==> src/rtl/bg_pixel_fetcher.sv <==
// Background tile fetcher and 16-entry pixel FIFO for the PPU Draw mode.
// Optional window fetching is enabled by defining BG_WINDOW_EN.
module bg_pixel_fetcher #(
    parameter int FIFO_DEPTH  = 16,
    parameter int LINE_PIXELS = 160
) (
    input  logic        clk_in,
    input  logic        rst_in,
    input  logic        tick_in,
    input  logic        start_in,
    input  logic [7:0]  LY_in,
    input  logic [7:0]  SCY_in,
    input  logic [7:0]  SCX_in,
    input  logic [7:0]  LCDC_in,
    input  logic [7:0]  BGP_in,
    input  logic [7:0]  WY_in,
    input  logic [7:0]  WX_in,
    output logic [15:0] addr_out,
    output logic        rd_req_out,
    input  logic [7:0]  data_in,
    input  logic        data_valid_in,
    output logic        pixel_valid_out,
    output logic [1:0]  pixel_out,
    output logic [7:0]  x_out,
    output logic        busy_out,
    output logic        line_done_out,
    output logic [2:0]  dbg_state
);

    localparam int CW = $clog2(FIFO_DEPTH + 1);
    localparam logic [CW-1:0] PUSH_LIMIT = CW'(FIFO_DEPTH - 8);
    localparam logic [7:0]    LAST_X     = 8'(LINE_PIXELS - 1);

    localparam logic [2:0] S_IDLE      = 3'd0;
    localparam logic [2:0] S_TILE_REQ  = 3'd1;
    localparam logic [2:0] S_TILE_WAIT = 3'd2;
    localparam logic [2:0] S_LO_REQ    = 3'd3;
    localparam logic [2:0] S_LO_WAIT   = 3'd4;
    localparam logic [2:0] S_HI_REQ    = 3'd5;
    localparam logic [2:0] S_HI_WAIT   = 3'd6;
    localparam logic [2:0] S_PUSH      = 3'd7;

    logic [2:0]    state;
    logic [1:0]    fifo     [FIFO_DEPTH];
    logic [1:0]    fifo_nxt [FIFO_DEPTH];
    logic [CW-1:0] count, count_nxt, base, offs;
    logic [4:0]    fetch_x;
    logic [2:0]    discard;
    logic [7:0]    x_cnt;
    logic [7:0]    tile_idx, lo_q, hi_q, lo_sh, hi_sh;
    logic          end_pend;
    logic          pop_en, push_en, win_switch;
    logic [7:0]    yy, bgp_sh;
    logic          map_sel;
    logic [15:0]   map_addr, data_addr;

    assign dbg_state = state;

`ifdef BG_WINDOW_EN
    logic       win_active;
    logic [7:0] win_line;
    logic       unused_inputs;

    assign unused_inputs = ^{LCDC_in[7], LCDC_in[2:1]};
    assign yy         = win_active ? win_line : SCY_in + LY_in;
    assign map_sel    = win_active ? LCDC_in[6] : LCDC_in[3];
    assign win_switch = LCDC_in[5] && (LY_in >= WY_in) && !win_active && busy_out &&
                        !end_pend && (({1'b0, x_cnt} + 9'd7) == {1'b0, WX_in});

    // The window row counter only advances on lines where the window was drawn.
    always_ff @(posedge clk_in or negedge rst_in) begin
        if (!rst_in) begin
            win_active <= 1'b0;
            win_line   <= 8'd0;
        end else if (start_in) begin
            win_active <= 1'b0;
            if (LY_in == 8'd0) win_line <= 8'd0;
        end else if (end_pend && win_active) begin
            win_active <= 1'b0;
            win_line   <= win_line + 8'd1;
        end else if (win_switch) begin
            win_active <= 1'b1;
        end
    end
`else
    logic unused_inputs;

    assign unused_inputs = ^{WY_in, WX_in, LCDC_in[7:5], LCDC_in[2:1]};
    assign yy         = SCY_in + LY_in;
    assign map_sel    = LCDC_in[3];
    assign win_switch = 1'b0;
`endif

    assign map_addr  = (map_sel ? 16'h9C00 : 16'h9800) + {6'b0, yy[7:3], fetch_x};
    assign data_addr = LCDC_in[4] ?
                       16'h8000 + {4'b0, tile_idx, 4'b0} + {12'b0, yy[2:0], 1'b0} :
                       16'h9000 + {{4{tile_idx[7]}}, tile_idx, 4'b0} + {12'b0, yy[2:0], 1'b0};

    assign pop_en  = tick_in && busy_out && !end_pend && (count != '0) && !win_switch;
    assign push_en = (state == S_PUSH) && (count <= PUSH_LIMIT);
    assign bgp_sh  = BGP_in >> {fifo[0], 1'b0};

    // Pop shifts the queue toward entry 0; a push lands right after the survivors.
    always_comb begin
        fifo_nxt  = fifo;
        base      = count - {{(CW-1){1'b0}}, pop_en};
        count_nxt = base + (push_en ? CW'(8) : '0);
        offs      = '0;
        lo_sh     = lo_q;
        hi_sh     = hi_q;
        if (pop_en) begin
            for (int j = 0; j < FIFO_DEPTH - 1; j++) fifo_nxt[j] = fifo[j+1];
            fifo_nxt[FIFO_DEPTH-1] = 2'b00;
        end
        for (int j = 0; j < FIFO_DEPTH; j++) begin
            offs = CW'(j) - base;
            if (push_en && (offs < CW'(8))) begin
                lo_sh       = lo_q << offs[2:0];
                hi_sh       = hi_q << offs[2:0];
                fifo_nxt[j] = {hi_sh[7], lo_sh[7]};
            end
        end
    end

    // VRAM handshake: rd_req_out pulses for one clk with addr_out, which then
    // holds until data_valid_in; data_valid_in is consumed only in a *_WAIT state.
    always_ff @(posedge clk_in or negedge rst_in) begin
        if (!rst_in) begin
            state           <= S_IDLE;
            fifo            <= '{default: 2'b00};
            count           <= '0;
            fetch_x         <= 5'd0;
            discard         <= 3'd0;
            x_cnt           <= 8'd0;
            tile_idx        <= 8'd0;
            lo_q            <= 8'd0;
            hi_q            <= 8'd0;
            addr_out        <= 16'd0;
            rd_req_out      <= 1'b0;
            pixel_valid_out <= 1'b0;
            pixel_out       <= 2'b00;
            x_out           <= 8'd0;
            busy_out        <= 1'b0;
            line_done_out   <= 1'b0;
            end_pend        <= 1'b0;
        end else begin
            rd_req_out      <= 1'b0;
            pixel_valid_out <= 1'b0;
            line_done_out   <= 1'b0;
            if (start_in) begin
                state    <= S_TILE_REQ;
                count    <= '0;
                fetch_x  <= SCX_in[7:3];
                discard  <= SCX_in[2:0];
                x_cnt    <= 8'd0;
                busy_out <= 1'b1;
                end_pend <= 1'b0;
            end else begin
                fifo  <= fifo_nxt;
                count <= count_nxt;
                if (end_pend) begin
                    line_done_out <= 1'b1;
                    busy_out      <= 1'b0;
                    end_pend      <= 1'b0;
                end
                case (state)
                    S_TILE_REQ: if (tick_in) begin
                        rd_req_out <= 1'b1;
                        addr_out   <= map_addr;
                        state      <= S_TILE_WAIT;
                    end
                    S_TILE_WAIT: if (data_valid_in) begin
                        tile_idx <= data_in;
                        state    <= S_LO_REQ;
                    end
                    S_LO_REQ: if (tick_in) begin
                        rd_req_out <= 1'b1;
                        addr_out   <= data_addr;
                        state      <= S_LO_WAIT;
                    end
                    S_LO_WAIT: if (data_valid_in) begin
                        lo_q  <= data_in;
                        state <= S_HI_REQ;
                    end
                    S_HI_REQ: if (tick_in) begin
                        rd_req_out <= 1'b1;
                        addr_out   <= data_addr + 16'd1;
                        state      <= S_HI_WAIT;
                    end
                    S_HI_WAIT: if (data_valid_in) begin
                        hi_q  <= data_in;
                        state <= S_PUSH;
                    end
                    S_PUSH: if (push_en) begin
                        fetch_x <= fetch_x + 5'd1;
                        state   <= S_TILE_REQ;
                    end
                    default: ;
                endcase
                if (pop_en) begin
                    if (discard != 3'd0) begin
                        discard <= discard - 3'd1;
                    end else begin
                        pixel_valid_out <= 1'b1;
                        pixel_out       <= LCDC_in[0] ? bgp_sh[1:0] : 2'b00;
                        x_out           <= x_cnt;
                        x_cnt           <= x_cnt + 8'd1;
                        // Last pixel: abandon any fetch now, report done next clk.
                        if (x_cnt == LAST_X) begin
                            state      <= S_IDLE;
                            count      <= '0;
                            rd_req_out <= 1'b0;
                            end_pend   <= 1'b1;
                        end
                    end
                end
                if (win_switch) begin
                    state      <= S_TILE_REQ;
                    count      <= '0;
                    fetch_x    <= 5'd0;
                    discard    <= 3'd0;
                    rd_req_out <= 1'b0;
                end
            end
        end
    end

endmodule

==> config.mk <==
export PLATFORM = sky130hd
export DESIGN_NAME = bg_pixel_fetcher
export DESIGN_NICKNAME = d
export VERILOG_FILES = /design/src/rtl/bg_pixel_fetcher.sv
export SDC_FILE = /design/constraint.sdc
export NUM_CORES = 1
export LEC_CHECK = 0
export BUFFER_PORTS_ARGS = -buffer_cell sky130_fd_sc_hd__buf_4
export CELL_PAD_IN_SITES_DETAIL_PLACEMENT = 2
export CELL_PAD_IN_SITES_GLOBAL_PLACEMENT = 2
export CORE_MARGIN = 3
export CORE_UTILIZATION = 30
export DETAILED_ROUTE_END_ITERATION = 16
export PLACE_DENSITY = 0.68
export SYNTH_ARGS = -nofsm -noshare
export SYNTH_HDL_FRONTEND = slang
export SYNTH_SLANG_ARGS = --single-unit
export TNS_END_PERCENT = 1
==> constraint.sdc <==
create_clock -name clk_in -period 5.85 [get_ports clk_in]
set_clock_uncertainty 0.2 [all_clocks]
set_input_delay 0.2925 -clock clk_in [delete_from_list [all_inputs] [get_ports clk_in]]
set_output_delay 0.2925 -clock clk_in [all_outputs]
set_load 0.01 [all_outputs]
**After elaboration in Yosys (flattened, before gate mapping)**

Cells that the tools add are included.

- Register bits after elaboration: 111
- Input port bits: 69
- Logic and storage cells: 261

- Add/subtract/negate cells: 28
- $lt $le $gt $ge: 17
- Equality and inequality tests: 12
- Shifts and indexed selects: 33
- Mux-type cells: 67
- Bitwise operators: 2
- Reduce and logical (&&, ||, !) cells: 70

Operator list:

| cell | count |
|---|---|
| $shl 8x3->8 | 32 |
| $lt 5x4->1 const B | 16 |
| $mux 16 | 4 |
| $pmux 16 s3 | 1 |
| $mux 3 | 14 |
| $reduce_bool 2->1 | 21 |
| $sub 4x5->5 const A | 8 |
| $reduce_and 2->1 | 19 |
| $mux 5 | 7 |
| $mux 2 | 17 |
| $add 16x4->16 | 2 |
| $mux 32 | 1 |
| $mux 8 | 3 |
| $pmux 3 s7 | 1 |
| $logic_and 1x1->1 | 20 |
| $sub 3x5->5 const A | 4 |
| $mux 1 | 17 |
| $add 16x1->16 const B | 1 |
| $add 16x10->16 | 1 |
| $add 16x12->16 const A | 1 |
| $add 16x16->16 const A | 1 |
| $eq 3x3->1 const B | 4 |
| $reduce_and 3->1 | 4 |
| $mux 11 | 1 |
| 21 further kinds | 29 |

**Longest topological paths before layout**

Gate-level depths: netlist of run 1.

- Depth after elaboration: 9
- Depth in mapped cells: 16
- Depth with buffers taken out: 13

**Worst setup path after synthesis of run 1**

Ideal clock, no wire load.

- Path type: flip-flop to flip-flop
- Start: register count[3]
- End: register fifo[18] (netlist bit)
- Data arrival time: 4,088 ps
- Data required time: 5,524 ps
- Path slack: 1,436 ps
- Cell stages (with the launch flop): 17
- Buffers on the path: 5
- Period minus slack after synthesis: 4,414 ps
- Cells stage by stage: dfrtp_1 > buf_2 > or2_1 > o311ai_1 > buf_2 > inv_1 > clkbuf_1 > ha_1 > buf_1 > inv_1 > ha_1 > buf_1 > mux4_2 > mux2i_1 > nor2_1 > and2_1 > a221o_1

- Word-level cells in the longest chain between the ends: 8
- Elaborated cells between the ends (all ways): 12

Ends and longest elaborated chain:

| element | RTL line | RTL |
|---|---|---|
| from (decl) | 46 | `logic [CW-1:0] count, count_nxt, base, offs;` |
| from (signal assigned) | 160 | `count <= count_nxt;` |
| $reduce_bool 5->1 | 99 | `assign pop_en = tick_in && busy_out && !end_pend && (count != '0) && !win_switch;` |
| $logic_and 1x1->1 | 99 |  |
| $sub 5x1->5 | 106 | `base = count - {{(CW-1){1'b0}}, pop_en};` |
| $sub 3x5->5 | 116 | `offs = CW'(j) - base;` |
| $lt 5x4->1 | 117 | `if (push_en && (offs < CW'(8))) begin` |
| $logic_and 1x1->1 | 117 |  |
| $reduce_bool 2->1 (no line) | - |  |
| $reduce_and 2->1 (no line) | - |  |
| to (signal assigned) | 159 | `fifo <= fifo_nxt;` |
| to (decl) | 44 | `logic [1:0] fifo [FIFO_DEPTH];` |

Parallel ways exist; a longest one is shown, timed or not.
A chain may end at the register's enable or synchronous reset.

**Final worst setup path of run 1**

- Start: register count[2]
- End: register fifo[2] (netlist bit)

- Word-level cells in the longest chain between the ends: 8
- Elaborated cells between the ends (all ways): 12

Ends and longest elaborated chain:

| element | RTL line |
|---|---|
| $reduce_bool 5->1 | 99 |
| $logic_and 1x1->1 | 99 |
| $sub 5x1->5 | 106 |
| $sub 4x5->5 | 116 |
| $lt 5x4->1 | 117 |
| $logic_and 1x1->1 | 117 |
| $reduce_bool 2->1 (no line) | - |
| $reduce_and 2->1 (no line) | - |

Parallel ways exist; a longest one is shown, timed or not.

==> results of run 1 <==
[placed cells by master, fill, tap and decap left out, types with 3 or more instances in the layout]
cell | synthesis | layout
a21o_1 | 7 | 7
a21oi_1 | 21 | 21
a221o_1 | 15 | 15
a22o_1 | 6 | 6
and2_1 | 6 | 6
and3_1 | 4 | 4
buf_4 | 4 | 85
clkbuf_16 | 0 | 9
dfrtp_1 | 109 | 109
dlygate4sd3_1 | 0 | 18
ha_1 | 16 | 16
inv_1 | 18 | 18
inv_8 | 0 | 4
mux2_2 | 34 | 34
mux2i_1 | 36 | 36
mux4_2 | 18 | 18
nand2_1 | 56 | 56
nand2b_1 | 3 | 3
nand3_1 | 14 | 14
nand4_1 | 7 | 7
nor2_1 | 56 | 56
nor2b_1 | 9 | 9
nor3_1 | 15 | 15
nor3b_1 | 6 | 6
o21ai_0 | 35 | 35
o21ai_1 | 8 | 8
o221ai_1 | 3 | 3
o22a_1 | 6 | 6
or2_2 | 3 | 3
xnor2_1 | 16 | 16
xor2_1 | 12 | 12
[per-stage QoR]
stage	cell area, um^2	util [%]
6_report	7710	37.4
2_1_floorplan	6430	-
4_1_cts	7710	37.4
3_3_place_gp	7230	35.0
3_5_place_dp	7230	35.0
5_1_grt	7710	37.4
[worst reg2reg max path, stage by stage, from the launching register on]
cell	delay, ns
dfrtp_1	0.37
buf_4	0.20
or2_1	0.24
o311ai_2	0.24
buf_4	0.31
inv_1	0.10
ha_1	0.21
ha_1	0.73
inv_1	0.19
ha_1	0.32
nor2_1	0.15
o21ai_0	0.16
a31o_2	0.29
a221oi_2	0.50
o21ai_1	0.16
a221o_1	0.39
[area by class of cell]
class	instances	area [um^2]	share of cell area [%]
Tap cell	270	338	4.38
Sequential cell	109	2730	35.4
Clock inverter	7	75.1	0.974
Inverter	19	71.3	0.925
Multi-Input combinational cell	451	3450	44.8
Clock buffer	9	225	2.92
Timing Repair Buffer	103	818	10.6
[flip-flops by register name, summed over array words and instances, names as in the netlist]
signal	cells
discard	3
hi_q	8
count	5
fetch_x	5
rd_req_out	1
lo_q	8
pixel_valid_out	1
tile_idx	8
busy_out	1
line_done_out	1
end_pend	1
x_out	8
pixel_out	2
addr_out	14
dbg_state	3
x_cnt	8
fifo	32
[worst paths after layout]
kind / endpoint / from / slack (ns)
max in group asynchronous: hi_q[5] / rst_in / 3.86
min reg2reg: addr_out[12] / addr_out[12] / 0.28
min in group asynchronous: x_cnt[7] / rst_in / 0.29
min: addr_out[10] / LCDC_in[3] / 0.04
max reg2reg: fifo[2] / count[2] / 0.97
max: fifo[2] / count[2] / 0.97
[kinds of logic (layout without fill, tap and decap cells)]
family	after synthesis	after routing	synth area share [%]
flops	109	109	42.4
buf+inv	56	138	4.01
fa+ha+maj	17	17	3.43
xor+xnor	30	30	4.50
compound gates	120	120	12.9
other cells	1	2	0.0584
simple gates	194	194	14.8
mux	88	88	17.9
[Yosys cell counts, drive strengths merged (15+ instances only)]
| cell | instances |
|---|---|
| dfrtp | 109 |
| nand2 | 56 |
| nor2 | 56 |
| o21ai | 43 |
| mux2i | 36 |
| mux2 | 34 |
| a21oi | 22 |
| buf | 19 |
| inv | 19 |
| clkbuf | 18 |
| mux4 | 18 |
| xnor2 | 17 |
| ha | 16 |
| a221o | 15 |
| nor3 | 15 |
[power groups by stage]
stage | combinational (uW) | sequential (uW) | clock, uW
global placement | 1800 | 1090 | 0
finish | 1880 | 1080 | 636
global route | 2060 | 1110 | 685
floorplan | 1410 | 1040 | 0
detailed placement | 1890 | 1100 | 0
CTS | 1900 | 1090 | 658
[metal layers]
layer | share of wire, % | wire (um) | global-route usage, %
met5 | 0 | 0 | 0
met4 | 1.6 | 293 | 4.97
met3 | 2.4 | 457 | 2.39
met2 | 52 | 9730 | 29.3
met1 | 44 | 8360 | 20.4
==> flow_metrics.py, run 1 <==
metrics = {
    "pwr": {
        "power.share.clock_pct": 17.6,
        "power.total_uw": 3600,
        "sw_frac_of_total_pct": 43.3,
        "p_int_uw": 2040,
        "p_leak_uw": 0.00351,
        "power_density_nw_per_um2": 467,
        "comb_power_share_pct": 52.3,
        "p_switching_uw": 1560,
        "p_seq_share_pct": 30.0,
        "peakVddDrop_mv": 0.203,
    },
    "detailed_routing": {
        "initialDrtViolationCount": 174,
        "vias": 5069,
        "vias_per_cell": 5.24,
        "ant_nets": 0,
        "wl_mm": 18.8,
        "avgRoutedWirePerCell_um": 19.5,
        "route.detailed.drc": 0,
        "firstDrtPassIters": 4,
    },
    "worst_hold_path": {
        "hold_path.class": "input port to flip-flop",
        "holdPathStages": 3,
    },
    "worst_setup_path": {
        "cp.arrival_ns": 4.93,
        "cp_slowest_stage_delay_ns": 0.73,
        "endpoint_kind": "flip-flop",
        "required_ns": 5.90,
        "crit_chain": "buf_4 -> or2_1 -> o311ai_2 -> buf_4 -> inv_1 -> ha_1 -> ha_1 -> inv_1 -> ha_1 -> nor2_1 -> o21ai_0 -> a31o_2 -> a221oi_2 -> o21ai_1 -> a221o_1",
        "cpMaxStageDelayCell": "ha_1",
        "path_buf_inv": 4,
        "cp_num_cells": 15,
        "path_delay_family": "compound AO/OA/AOI/OAI gates",
        "crit_type": "flip-flop to flip-flop",
        "crit_top_cell": "ha_1",
        "path_max_fanout": 20,
        "r2r_cells": 15,
        "cp-start-kind": "flip-flop",
    },
    "global_routing": {
        "grt_antenna_before_repair": 0,
        "grt_pass1_wl_mm": 30.8,
        "track_usage_pct": 16.4,
        "grt_max_degree": 59,
        "grt_pass1_vias": 5758,
        "grt.overflow.total": 0,
    },
    "cells_and_area": {
        "drive_gt1_share_pct": 24.4,
        "areaGrowthSynthToFinish_pct": 19.9,
        "final_cells": 968,
        "nets": 779,
        "fillCellCount": 2238,
        "num_antenna_cells": 0,
    },
    "logic_synthesis": {
        "ys_ff_latch": 109,
        "ys_warn_count": 0,
        "netlist_instances": 615,
        "synth-seq-area-share_pct": 42.4,
        "synth.distinct_cells": 63,
        "synth_edf_count": 0,
        "postSynth.asyncResetShare_pct": 100,
        "synth.area.top_cells": "dfrtp_1, mux4_2, mux2_2, mux2i_1, nand2_1",
        "synth-main-ff-cell": "dfrtp_1",
        "postSynthAreaPerCell_um2": 10.4,
        "synth_top_cell_area_share_pct": 42.4,
        "syn_area_um2": 6430,
        "synth_largest_area_cell": "dfrtp_1",
    },
    "timing": {
        "hold-worst-slack_ns": 0.0392,
        "worstMarginPinSlew_ns": 1.10,
        "fin_ws_ns": 0.966,
        "grt_setup_unrepaired": "false",
        "setup_tns_ns": 0,
        "finalHoldViolCount": 0,
        "setup_viol": 0,
        "relSlewSlack_pct": 26.7,
        "fin_crit_sh_pct": 83.5,
        "final_max_slew_viol_count": 0,
        "post-route-min-period_ns": 4.88,
        "timing.fmax_mhz": 205,
    },
    "clock_tree": {
        "clkLatencyLatePin_ns": 0.37,
        "clk_pin_slew_worst_paths_ns": 0.09,
        "numCtsBuffers": 9,
        "clockBufferDepth": 2,
        "cts_hold_buf": 18,
        "cts.repair.resized": 0,
        "clock_sinks": 109,
        "cts_tree": "done",
        "root_buffer": "clkbuf_16",
        "cts_setup_buffers": 0,
        "htreeDepth": 3,
    },
    "run_status": {
        "status": "complete, no violations",
    },
    "floorplanning": {
        "ios": 102,
        "fp-row-count": 52,
        "fp.dieH_um": 152,
        "die_area_um2": 23200,
        "start_util_pct": 31.2,
        "coreArea_um2": 20600,
        "dieWidth_um": 152,
    },
    "placed_design": {
        "dp.cells": 934,
        "pre_cts_ws_ns": 0.942,
        "gp_congestion": 0.781,
        "place_hpwl_mm": 14.2,
        "io_buffers": 78,
    },
    "flow_run": {
        "max-cap-violations": 0,
    },
}
Note: power is estimated with default switching activity, not from simulation.
==> inputs of run 2 (changes only) <==
Clock period 5.85 ns to 5 ns, I/O delays scaled along.
==> run 2 against run 1 <==
Effect of this change:
- via count hardly changed
- sequential power is 18% higher
- combinational power rose by 18%
- final area up 0.45%
- critical path depth shrank 6
- register-to-register slack worse by 0.17 ns
- critical endpoint is now fifo[11]
- largest cell class unchanged
==> flow_metrics.py, run 2 (synthesized netlist as in run 1, its figures left out) <==
metrics = {
    "cells_and_area": {
        "multi_input_area_um2": 3450,
        "regArea_um2": 2730,
        "fillCellCount": 2197,
        "largest_reg_flops": 32,
        "most-common-layout-cells": "dfrtp_1, buf_4, nand2_1, nor2_1, mux2i_1",
        "reg.largest.list": "fifo: 32 flops, addr_out: 14 flops",
        "final_common_cell": "dfrtp_1",
        "final_cells": 971,
        "areaGrowthSynthToFinish_pct": 20.5,
        "top_register": "fifo",
        "drive_gt1_share_pct": 24.4,
        "nets": 781,
        "final_area_um2": 7740,
    },
    "floorplanning": {
        "die_area_um2": 23200,
        "fp.dieH_um": 152,
        "ios": 102,
        "start_util_pct": 31.2,
        "fp-row-count": 52,
        "dieWidth_um": 152,
        "coreArea_um2": 20600,
    },
    "detailed_routing": {
        "initialDrtViolationCount": 176,
        "route.detailed.drc": 0,
        "ant_nets": 0,
        "firstDrtPassIters": 4,
        "vias": 5071,
        "avgRoutedWirePerCell_um": 19.5,
        "wl_mm": 18.9,
        "vias_per_cell": 5.22,
    },
    "clock_tree": {
        "cts.repair.resized": 0,
        "root_buffer": "clkbuf_16",
        "clk_pin_slew_worst_paths_ns": 0.08,
        "clkLatencyLatePin_ns": 0.36,
        "cts_hold_buf": 19,
        "htreeDepth": 3,
        "clockBufferDepth": 2,
        "numCtsBuffers": 9,
        "cts_tree": "done",
        "cts_setup_buffers": 0,
        "clock_sinks": 109,
    },
    "placed_design": {
        "io_buffers": 78,
        "gp_congestion": 0.795,
        "dp.cells": 935,
        "placement.cell_area_um2": 7230,
        "place_hpwl_mm": 14.0,
    },
    "timing": {
        "worstMarginPinSlew_ns": 1.00,
        "finalHoldViolCount": 0,
        "grt_setup_unrepaired": "false",
        "setup_tns_ns": 0,
        "final_max_slew_viol_count": 0,
        "timing.fmax_mhz": 238,
        "post-route-min-period_ns": 4.20,
        "fin_crit_sh_pct": 84.0,
        "relSlewSlack_pct": 33.0,
        "hold-worst-slack_ns": 0.0287,
        "setup_viol": 0,
    },
    "worst_setup_path": {
        "path_max_fanout": 20,
        "endpoint_kind": "flip-flop",
        "cp.arrival_ns": 4.24,
        "crit_type": "flip-flop to flip-flop",
        "required_ns": 5.04,
        "cp-start-kind": "flip-flop",
    },
    "pwr": {
        "peakVddDrop_mv": 0.270,
        "p_leak_uw": 0.00352,
        "power.total_uw": 4250,
        "power_density_nw_per_um2": 549,
    },
    "global_routing": {
        "grt_antenna_before_repair": 1,
        "track_usage_pct": 16.6,
        "grt.overflow.total": 0,
        "grt_pass1_wl_mm": 31.3,
        "grt_max_degree": 63,
        "grt_pass1_vias": 5765,
    },
    "flow_run": {
        "max-cap-violations": 0,
    },
    "run_status": {
        "status": "complete, no violations",
    },
    "worst_hold_path": {
        "hold_path.class": "input port to flip-flop",
    },
}
==> run 2: critical path: stages, from the launching register on <==
cell,delay (ns)
dfrtp_1,0.83
o311ai_2,0.21
inv_1,0.12
ha_1,0.17
ha_1,0.46
xor2_1,0.83
xnor2_1,0.35
mux2i_1,0.49
nor3b_1,0.10
a221o_1,0.30
==> run 2: final timing paths <==
path / slack (ns) / cells past startpoint / start / end
worst min-delay path: 0.03 / 4 / LCDC_in[4] / addr_out[12]
worst max-delay path: 0.80 / 9 / count[4] / fifo[11]
worst min register to register: 0.28 / 1 / addr_out[15] / addr_out[15]
min in group asynchronous: 0.31 / 2 / rst_in / x_out[3]
worst max register to register: 0.80 / 9 / count[4] / fifo[11]
max in group asynchronous: 3.13 / 3 / rst_in / hi_q[5]
==> run 2: per-stage QoR <==
stage,utilization [%],setup slack [ns]
floorplan,-,0.586
global placement,35.1,0.891
detailed placement,35.1,0.789
CTS,37.5,0.770
global route,37.5,0.438
finish,37.5,0.798
==> run 2: area by class of cell <==
class / count / area share (%)
multi-input cells: 451 / 44.6
flip-flops and latches: 109 / 35.2
repair buffers: 105 / 10.8
well taps: 270 / 4.36
clock buffers: 9 / 2.91
clock inverters: 7 / 1.16
inverters: 19 / 0.921
diodes: 1 / 0.0323
==> run 2: routing by layer <==
layer	GRT usage [%]	share of wire, %
met1	20.7	45
met2	29.9	51
met3	2.19	2.4
met4	5.22	1.4
met5	0	0
==> run 2: power breakdown <==
group          internal (uW)  leakage, uW  switching (uW)
logic                    955      0.00195            1250
registers               1080      0.00141             188
clock network            402     0.000153             370
total                   2440      0.00352            1810
